--- config.mk ---
export PLATFORM = sky130hd
export DESIGN_NAME = rf_writeback_ctrl_flat
export DESIGN_NICKNAME = d
export VERILOG_FILES = /design/src/rtl/rf_writeback_ctrl_pkg.sv /design/src/rtl/rf_writeback_ctrl_if.sv /design/src/rtl/rf_writeback_ctrl_scoreboard.sv /design/src/rtl/rf_writeback_ctrl.sv /design/src/flat_wrapper.sv
export SDC_FILE = /design/constraint.sdc
export NUM_CORES = 1
export LEC_CHECK = 0
export CORE_MARGIN = 2
export CORE_UTILIZATION = 46
export CTS_CLUSTER_DIAMETER = 100
export CTS_CLUSTER_SIZE = 16
export DETAILED_ROUTE_END_ITERATION = 10
export GPL_ROUTABILITY_DRIVEN = 1
export PLACE_DENSITY = 0.86
export SLEW_MARGIN = 15
export SYNTH_ARGS = -nofsm -noshare
export SYNTH_HDL_FRONTEND = slang
export SYNTH_SLANG_ARGS = --single-unit
--- constraint.sdc ---
create_clock -name clk -period 4.6 [get_ports clk]
set_clock_uncertainty 0.1 [all_clocks]
set_input_delay 0.46 -clock clk [delete_from_list [all_inputs] [get_ports clk]]
set_output_delay 0.46 -clock clk [all_outputs]
set_load 0.05 [all_outputs]
--- src/rtl/rf_writeback_ctrl_pkg.sv ---
// Shared LC-3b writeback types.
//   lc3b_word : 16-bit datapath word
//   lc3b_reg  : 3-bit architectural register index
//   wb_src_t  : which producer won the writeback port this cycle
package lc3b_types;

    localparam int unsigned WORD_W   = 16;
    localparam int unsigned REG_W    = 3;
    localparam int unsigned NUM_REGS = 8;
    localparam int unsigned STARVE_W = 4;

    typedef logic [WORD_W-1:0] lc3b_word;
    typedef logic [REG_W-1:0]  lc3b_reg;

    typedef enum logic [1:0] {
        WB_NONE = 2'd0,
        WB_ALU  = 2'd1,
        WB_MEM  = 2'd2
    } wb_src_t;

endpackage

--- src/rtl/rf_writeback_ctrl_if.sv ---
// Writeback request channels from the ALU and memory-load producers.
//   master : producer side (drives valid/dest/data, observes ready)
//   slave  : controller side (observes valid/dest/data, drives ready)
interface rf_writeback_ctrl_if;
    import lc3b_types::*;

    logic     alu_valid;
    logic     alu_ready;
    lc3b_reg  alu_dest;
    lc3b_word alu_data;
    logic     mem_valid;
    logic     mem_ready;
    lc3b_reg  mem_dest;
    lc3b_word mem_data;

    modport master (
        output alu_valid, alu_dest, alu_data,
        output mem_valid, mem_dest, mem_data,
        input  alu_ready, mem_ready
    );

    modport slave (
        input  alu_valid, alu_dest, alu_data,
        input  mem_valid, mem_dest, mem_data,
        output alu_ready, mem_ready
    );
endinterface

--- src/rtl/rf_writeback_ctrl_scoreboard.sv ---
// Per-register busy scoreboard with bypass-aware hazard queries.
//   clk, rst           : clock, async active-high reset
//   issue_valid_i/dest : mark a register busy
//   flush_i            : clear all busy bits (same-cycle issue still sets)
//   rf_load_i/dest_i   : write on the regfile port this cycle; clears busy
//   src_a_i, src_b_i   : decode queries
//   busy_a_o, busy_b_o : combinational hazard flags
//   wb_orphan_o        : sticky flag, a write landed on a non-busy register
module rf_scoreboard
    import lc3b_types::*;
(
    input  logic    clk,
    input  logic    rst,
    input  logic    issue_valid_i,
    input  lc3b_reg issue_dest_i,
    input  logic    flush_i,
    input  logic    rf_load_i,
    input  lc3b_reg rf_dest_i,
    input  lc3b_reg src_a_i,
    input  lc3b_reg src_b_i,
    output logic    busy_a_o,
    output logic    busy_b_o,
    output logic    wb_orphan_o
);

    logic [NUM_REGS-1:0] busy_q, busy_d;
    logic                orphan_q, orphan_d;

    // Clear before set so a same-cycle issue to the written register survives.
    always_comb begin
        busy_d = busy_q;
        if (flush_i) begin
            busy_d = '0;
        end else if (rf_load_i) begin
            busy_d[rf_dest_i] = 1'b0;
        end
        if (issue_valid_i) begin
            busy_d[issue_dest_i] = 1'b1;
        end
        orphan_d = orphan_q | (rf_load_i & ~busy_q[rf_dest_i]);
    end

    always_ff @(posedge clk or posedge rst) begin
        if (rst) begin
            busy_q   <= '0;
            orphan_q <= 1'b0;
        end else begin
            busy_q   <= busy_d;
            orphan_q <= orphan_d;
        end
    end

    // Register being written this cycle is bypassed by the regfile.
    assign busy_a_o    = busy_q[src_a_i] & ~(rf_load_i & (rf_dest_i == src_a_i));
    assign busy_b_o    = busy_q[src_b_i] & ~(rf_load_i & (rf_dest_i == src_b_i));
    assign wb_orphan_o = orphan_q;

endmodule

--- src/rtl/rf_writeback_ctrl.sv ---
// LC-3b register-file writeback controller: arbitrates ALU/MEM writeback
// requests, registers the winner onto the regfile write port, and tracks
// per-register busy state for RAW hazard detection.
//   clk, rst         : clock, async active-high reset
//   wb               : ALU/MEM valid/ready request channels (slave side)
//   issue_valid/dest : issuing instruction marks its destination busy
//   flush            : clear scoreboard and starvation state
//   src_a/b, busy_a/b: hazard queries from decode
//   rf_load/dest/data: regfile write port (registered)
//   wb_orphan        : sticky write-to-non-busy-register indicator
module rf_writeback_ctrl
    import lc3b_types::*;
#(
    parameter int unsigned STARVE_LIMIT = 4
)(
    input  logic                 clk,
    input  logic                 rst,
    rf_writeback_ctrl_if.slave   wb,
    input  logic                 issue_valid,
    input  lc3b_reg              issue_dest,
    input  logic                 flush,
    input  lc3b_reg              src_a,
    input  lc3b_reg              src_b,
    output logic                 busy_a,
    output logic                 busy_b,
    output logic                 rf_load,
    output lc3b_reg              rf_dest,
    output lc3b_word             rf_data,
    output logic                 wb_orphan
);

    logic [STARVE_W-1:0] starve_q, starve_d;
    logic                force_mem;
    logic                alu_xfer, mem_xfer;
    wb_src_t             grant;

    logic     rf_load_q, rf_load_d;
    lc3b_reg  rf_dest_q, rf_dest_d;
    lc3b_word rf_data_q, rf_data_d;

    // Arbiter: ALU first unless MEM has waited STARVE_LIMIT cycles.
    assign force_mem    = (starve_q == STARVE_W'(STARVE_LIMIT));
    assign wb.alu_ready = ~force_mem;
    assign wb.mem_ready = force_mem | ~wb.alu_valid;
    assign alu_xfer     = wb.alu_valid & wb.alu_ready;
    assign mem_xfer     = wb.mem_valid & wb.mem_ready;

    always_comb begin
        grant = WB_NONE;
        if (alu_xfer) begin
            grant = WB_ALU;
        end else if (mem_xfer) begin
            grant = WB_MEM;
        end
    end

    // Starvation counter and output-stage next state.
    always_comb begin
        starve_d  = starve_q;
        rf_load_d = 1'b0;
        rf_dest_d = rf_dest_q;
        rf_data_d = rf_data_q;

        if (flush || !wb.mem_valid || mem_xfer) begin
            starve_d = '0;
        end else if (!force_mem) begin
            starve_d = starve_q + STARVE_W'(1);
        end

        case (grant)
            WB_ALU: begin
                rf_load_d = 1'b1;
                rf_dest_d = wb.alu_dest;
                rf_data_d = wb.alu_data;
            end
            WB_MEM: begin
                rf_load_d = 1'b1;
                rf_dest_d = wb.mem_dest;
                rf_data_d = wb.mem_data;
            end
            default: ;
        endcase
    end

    always_ff @(posedge clk or posedge rst) begin
        if (rst) begin
            starve_q  <= '0;
            rf_load_q <= 1'b0;
            rf_dest_q <= '0;
            rf_data_q <= '0;
        end else begin
            starve_q  <= starve_d;
            rf_load_q <= rf_load_d;
            rf_dest_q <= rf_dest_d;
            rf_data_q <= rf_data_d;
        end
    end

    assign rf_load = rf_load_q;
    assign rf_dest = rf_dest_q;
    assign rf_data = rf_data_q;

    rf_scoreboard u_scoreboard (
        .clk           (clk),
        .rst           (rst),
        .issue_valid_i (issue_valid),
        .issue_dest_i  (issue_dest),
        .flush_i       (flush),
        .rf_load_i     (rf_load_q),
        .rf_dest_i     (rf_dest_q),
        .src_a_i       (src_a),
        .src_b_i       (src_b),
        .busy_a_o      (busy_a),
        .busy_b_o      (busy_b),
        .wb_orphan_o   (wb_orphan)
    );

endmodule

--- src/flat_wrapper.sv ---
// flat-port wrapper written by rule: the top's interface ports become plain ports
module rf_writeback_ctrl_flat import lc3b_types::*;
#(
    parameter int unsigned STARVE_LIMIT = 4
)
  (clk, rst, issue_valid, issue_dest, flush, src_a, src_b, busy_a, busy_b, rf_load, rf_dest, rf_data, wb_orphan, wb_alu_valid, wb_alu_dest, wb_alu_data, wb_mem_valid, wb_mem_dest, wb_mem_data, wb_alu_ready, wb_mem_ready);
  rf_writeback_ctrl_if wb_i ();
  input  logic clk;
  input  logic rst;
  input  logic issue_valid;
  input  lc3b_reg issue_dest;
  input  logic flush;
  input  lc3b_reg src_a;
  input  lc3b_reg src_b;
  output logic busy_a;
  output logic busy_b;
  output logic rf_load;
  output lc3b_reg rf_dest;
  output lc3b_word rf_data;
  output logic wb_orphan;
  input wire logic [$bits(wb_i.alu_valid)-1:0] wb_alu_valid;
  input wire logic [$bits(wb_i.alu_dest)-1:0] wb_alu_dest;
  input wire logic [$bits(wb_i.alu_data)-1:0] wb_alu_data;
  input wire logic [$bits(wb_i.mem_valid)-1:0] wb_mem_valid;
  input wire logic [$bits(wb_i.mem_dest)-1:0] wb_mem_dest;
  input wire logic [$bits(wb_i.mem_data)-1:0] wb_mem_data;
  output wire logic [$bits(wb_i.alu_ready)-1:0] wb_alu_ready;
  output wire logic [$bits(wb_i.mem_ready)-1:0] wb_mem_ready;
  assign wb_i.alu_valid = wb_alu_valid;
  assign wb_i.alu_dest = wb_alu_dest;
  assign wb_i.alu_data = wb_alu_data;
  assign wb_i.mem_valid = wb_mem_valid;
  assign wb_i.mem_dest = wb_mem_dest;
  assign wb_i.mem_data = wb_mem_data;
  assign wb_alu_ready = wb_i.alu_ready;
  assign wb_mem_ready = wb_i.mem_ready;
  rf_writeback_ctrl #(.STARVE_LIMIT(STARVE_LIMIT)) u_core (.clk(clk), .rst(rst), .wb(wb_i), .issue_valid(issue_valid), .issue_dest(issue_dest), .flush(flush), .src_a(src_a), .src_b(src_b), .busy_a(busy_a), .busy_b(busy_b), .rf_load(rf_load), .rf_dest(rf_dest), .rf_data(rf_data), .wb_orphan(wb_orphan));
endmodule
After elaboration in Yosys (flattened, before gate mapping):

Cells that the tools add are included.

* equal/unequal tests: 6
* $mul: 0
* reduce and logical (&&, ||, !) cells: 7
* $add $sub $neg: 1
* bitwise logic cells: 17
* multiplexer cells: 20
* $lt $le $gt $ge: 6
* divide/modulo/power cells: 0
* shift operators: 0

Operators by type and width (count)
* $pmux W16 S2: 1
* $mux W8: 3
* $lt A3 B4 Y1 const B: 4
* $bmux W1 S3: 3
* $and A8 B8 Y8: 1
* $mux W4: 2
* $not A8 Y8: 1
* $or A8 B8 Y8: 1
* $and A1 B1 Y1: 7
* $demux W1 S3: 2
* $eq A3 B3 Y1: 2
* $ge A3 B1 Y1 const B: 2
* $mux W1: 6
* $pmux W3 S2: 1
* $not A1 Y1: 5
* $add A4 B1 Y4 const B: 1
* $eq A4 B3 Y1 const B: 1
* $mux W2: 2
* $eq A2 B1 Y1 const B: 1
* $eq A2 B2 Y1 const B: 1
* $logic_and A1 B1 Y1: 2
* $logic_or A1 B1 Y1: 2
* $ne A2 B2 Y1 const B: 1
* $or A1 B1 Y1: 2
* 3 further kinds: 3

* bits in read-only memories: 0
* register bits after elaboration: 33
* bits in latches: 0
* bits in writable memories: 0
* memories kept: 0
* output and inout bits: 25

Depth between registers and ports, before layout:

* depth after elaboration: 10
* gate-level depth with buffers: 6

Modules after synthesis:

Synthesis repeated with hierarchy kept, for this count alone.

* cells, all modules: 149
* area, all modules: 2019.4 um2

By module, submodules not included
* rf_writeback_ctrl: seq. area each 600.6 um2, cells each 83, times used 1, area each 1327.5 um2
* rf_scoreboard: seq. area each 225.2 um2, cells each 66, times used 1, area each 691.9 um2

Worst setup path before layout:

No wires, ideal clock.

* path type: register -> register
* start point: register u_core.starve_q[0]
* end point: register u_core.rf_data_q[10] (netlist: u_core.rf_data[10])
* arrival time: 2008 ps
* data required time: 4375 ps
* stages on the path, launching flop included: 7
* path buffers: 1
* clock period less this slack: 2232 ps
* setup slack: 2368 ps
* path through: dfrtp_1 > inv_1 > ha_1 > nand3b_1 > nand2_1 > buf_2 > mux2_2

* elaborated cells between the ends (all ways): 11

RTL lines
* start, declared: RTL line rf_writeback_ctrl.sv:32 `logic [STARVE_W-1:0] starve_q, starve_d;`
* start signal, assigned: RTL line rf_writeback_ctrl.sv:92 `starve_q <= starve_d;`
* $eq A4 B3 Y1 (*): RTL line rf_writeback_ctrl.sv:42 `assign force_mem = (starve_q == STARVE_W'(STARVE_LIMIT));`
* $not A1 Y1 (*): RTL line rf_writeback_ctrl.sv:43 `assign wb.alu_ready = ~force_mem;`
* named net wb_alu_ready: RTL line flat_wrapper.sv:27 `output wire logic [$bits(wb_i.alu_ready)-1:0] wb_alu_ready;`
* $and A1 B1 Y1 (*): RTL line rf_writeback_ctrl.sv:45 `assign alu_xfer = wb.alu_valid & wb.alu_ready;`
* $mux W2 (*): RTL line rf_writeback_ctrl.sv:50 `if (alu_xfer) begin`
* $eq A2 B2 Y1 / $eq A2 B1 Y1 (equally long branches): RTL line rf_writeback_ctrl.sv:70 `case (grant)`
* $pmux W16 S2 / $reduce_bool A2 Y1 (equally long branches)
* end signal, assigned: RTL line rf_writeback_ctrl.sv:95 `rf_data_q <= rf_data_d;`
* end, declared: RTL line rf_writeback_ctrl.sv:39 `lc3b_word rf_data_q, rf_data_d;`

The timed path passes the listed nets; every way through them passes the cells marked *.
A chain may end at the register's enable or synchronous reset.

Final worst setup path:

* start point: input src_a[0]
* end point: output busy_a

* cells in the longest elaborated chain, start to end: 4
* elaborated cells between the ends (all ways): 6

RTL lines
* start, declared: RTL line flat_wrapper.sv:13 `input lc3b_reg src_a;`
* parallel branches: the longest is 3 deep, another holds $bmux W1 S3
* $and A1 B1 Y1 (*): RTL line rf_writeback_ctrl_scoreboard.sv:54 `assign busy_a_o = busy_q[src_a_i] & ~(rf_load_i & (rf_dest_i == src_a_i));`
* end, declared: RTL line flat_wrapper.sv:15 `output logic busy_a;`

Every way passes the cells marked *. The select of a mux whose other input is x is not followed.

==> metrics.md <==
| Metric | Value |
|---|---|
| Worst-Margin Slew | 0.900 ns |
| CTS tree | done |
| Die width | 66.9 µm |
| Status | completed |
| Post-Synth XOR/XNOR Area | 2.88% |
| Hold depth | 2 |
| Layout area overhead | 49.4% |
| Async set-or-reset flop fraction in the synthesized netlist | 100% |
| DRT Pass-1 Iters | 6 |
| CTS buffer count | 5 |
| Setup crit end kind | primary output |
| PortBufs | 77 |
| I/O pin cnt | 78 |
| Arrival @ worst endpoint | 2.60 ns |
| Area contributors post-synth | dfrtp_1 (45%), mux2_2 (23%), mux4_1 (5.8%), o211ai_1 (2.5%), nand2b_1 (2.4%) |
| Power Density | 292 mW/mm² |
| GP Congestion | 0.882 |
| Post-synthesis sequential area ratio | 45.3% |
| Total gr overflow | 0 |
| Leak Pwr | 0.00111 µW |
| Crit-path max FO | 3 |
| Largest family of logic cells by synthesized area | multiplexers |
| Bufs on Longest Clock Path | 2 |
| Most common cell in the netlist | mux2_2 |
| Initial Util | 48.7% |
| Largest area contributor in the netlist | dfrtp_1 |
| Drt drc | 0 |
| Mapped Area | 0.00182 mm² |
| Max cap viols | 0 |
| Largest net degree at the start of global routing | 34 |
| Total clock sinks | 33 |
| # rows | 22 |
| Post-synthesis compound-gate area fraction | 8.04% |
| Synthesis-stage register bit count | 33 |
| Filler instances | 276 |
| DP Worst Slack | 1.43 ns |
| Critical Path Start Type | input port |
| HP Start | u_core.u_scoreboard.wb_orphan_o$_DFF_PP0_ |
| Hold Path Sink | u_core.u_scoreboard.wb_orphan_o$_DFF_PP0_ |
| Synth Area in Adders | 1.37% |
| Number of global-route vias before repair | 1,596 |
| Final net count | 281 |
| Post-CTS Hold Buffers | 0 |
| Final setup viols | 0 |
| Post-CTS Setup Inserts | 0 |
| Tot GR Track Use | 23.1% |
| Design Power | 796 µW |
| EDFF count, synth | 0 |
| Main synth FF type | dfrtp_1 |
| Setup TNS Final | 0 ns |
| Worst-path clk slew | 0.06 ns |
| Sw frac | 30.9% |
| Dpl hpwl | 3460 µm |
| Worst r2r dst | u_core.rf_data[15]$_DFFE_PP0P_ |
| H-Tree Depth | 2 |
| Global-route wire length before repair | 7420 µm |
| Synthesis Warnings | 0 |
| Initial DRC Count | 37 |
| DR vias | 1,491 |
| Tcrit/Tclk final | 68.6% |
| Cells after Synth | 147 |
| Die Area | 0.00448 mm² |
| Mux contribution to synthesized area | 31.5% |
| CORE AREA | 0.00374 mm² |
| Share of cells above drive strength 1 | 20.4% |
| Crit path kind | input port to primary output |
| Resize count post-CTS | 0 |
| Rel. slew slack | 39.8% |
| Final Hold Viols | 0 |
| VDD IR max | 0.204 mV |
| Latest clock arrival within the worst-skew pair | 0.28 ns |
| Max Transition Viols Final | 0 |
| Min Clock Period, post-route | 3.16 ns |
| Die Y-Extent | 66.9 µm |
| RR Startpoint | u_core.starve_q[0]$_DFFE_PP0P_ |
| Max Freq | 0.317 GHz |
| Initial antenna violation count | 0 |
| Seq pwr share | 42.1% |
| RSZ-0062 raised after global routing | no |
| Final non-filler cell area | 0.00272 mm² |
| Hold/Removal Path Class | register to register |
| CTS root buffer | clkbuf_8 |
| Clock power frac | 27.5% |
| Simple-gate share of the synthesized area | 7.90% |
| Hold_ws | 0.384 ns |
| Post-Route WL | 4570 µm |
| Antenna-violating nets left | 0 |
| Synth cell types | 26 |
| Top cell type's share of synthesized area | 45.3% |
| Crit path required time | 4.04 ns |
| Sw power | 246 µW |
| Top cells by count, synth | mux2_2 (38), dfrtp_1 (33), nand2b_1 (7), o21ai_0 (7), o211ai_1 (6) |
| Combinational share of power | 30.5% |
| PnR worst setup slack | 1.44 ns |
| Post-DP Area | 0.00264 mm² |
| Cells on worst reg2reg path | 6 |
| Drt wl/cell | 16.7 µm |
| Synthesized Nets | 202 |
| Worst R2R Setup Slack | 2.89 ns |
| # diodes | 0 |
| Syn avg cell area | 12.4 µm² |
| Avg Vias per Cell | 5.44 |
| Pint | 550 µW |
[flip-flops by register name, indices dropped and copies added, names as in the netlist]
name and count:
u_core.rf_load 1, u_core.rf_data 16, u_core.starve_q 4, u_core.u_scoreboard.busy_q 8
u_core.rf_dest 3, u_core.u_scoreboard.wb_orphan_o 1
[cell usage in the layout, fill, tap and decap left out]
| cell | instances |
|---|---|
| mux2i_1 | 4 |
| mux2_2 | 38 |
| o21ai_0 | 7 |
| o31ai_1 | 3 |
| nor2b_1 | 2 |
| ha_1 | 2 |
| nand3_1 | 1 |
| nand2b_1 | 7 |
| buf_4 | 2 |
| inv_1 | 5 |
| xnor2_1 | 5 |
| nor3_1 | 1 |
| o22ai_1 | 1 |
| nor2_1 | 4 |
| clkbuf_1 | 1 |
| nand3b_1 | 1 |
| o211ai_1 | 6 |
| nand2_1 | 5 |
| nand4_1 | 3 |
| mux4_1 | 4 |
| o311ai_0 | 2 |
| clkdlybuf4s50_1 | 77 |
| xor2_1 | 1 |
| dfrtp_1 | 33 |
| a32o_1 | 2 |
| clkinv_1 | 1 |
| clkbuf_8 | 6 |
| nand4b_1 | 2 |
[routing by layer]
layer	routed length (µm)	up-vias	track usage, %
li1	-	702	-
met1	1790	724	25.5
met2	2310	58	39.0
met3	397	7	9.12
met4	82	0	10.2
met5	0	-	0
[cells by family (layout without fill, tap and decap cells)]
kind of cell	Yosys count	after routing
AOI/OAI and AO/OA	21	21
xor gates and xnor gates	6	6
adders and majority gates	2	2
buffers and inverters	13	92
DFF	33	33
muxes	46	46
and+or+nand+nor	26	26
[power by group through the flow]
| stage | Combinational (µW) | Clock, µW | Sequential [µW] |
|---|---|---|---|
| finish | 242 | 219 | 335 |
| global route | 257 | 236 | 338 |
| CTS | 245 | 225 | 335 |
| detailed placement | 243 | 0 | 340 |
| global placement | 237 | 0 | 339 |
| floorplan | 87.7 | 0 | 391 |
[how the worst max path moves through the flow]
stage	from	end	slack (ns)	cells after the start
after floorplan	u_core.starve_q[0]$_DFFE_PP0P_	u_core.rf_data[10]$_DFFE_PP0P_	2.37	6
final	src_a[0]	busy_a	1.44	5
after detailed placement	src_a[0]	busy_a	1.43	5
after global routing	src_b[0]	busy_b	1.39	5
after global placement	src_a[0]	busy_a	1.47	5
after CTS	src_a[0]	busy_a	1.43	5
[layout make-up]
class                           instances  area, µm²  area share, %
Tap cell                               48       60.1           2.21
Multi-Input combinational cell        101        941           34.6
Clock buffer                            7       86.3           3.17
Inverter                                6       22.5          0.828
Sequential cell                        33        826           30.3
Timing Repair Buffer                   79        786           28.9
[metrics by stage]
step	instances	util (%)
after global placement	267	70.4
after floorplan	147	-
after global routing	274	72.7
final	274	72.7
after CTS	274	72.7
after detailed placement	267	70.4
[worst max-delay path, cell delays in order]
cell and delay [ns]:
clkdlybuf4s50_1 0.54, mux4_1 0.56, nor2b_1 0.14, a32o_1 0.20, clkdlybuf4s50_1 0.69
Power figures use the tool's default switching activity.
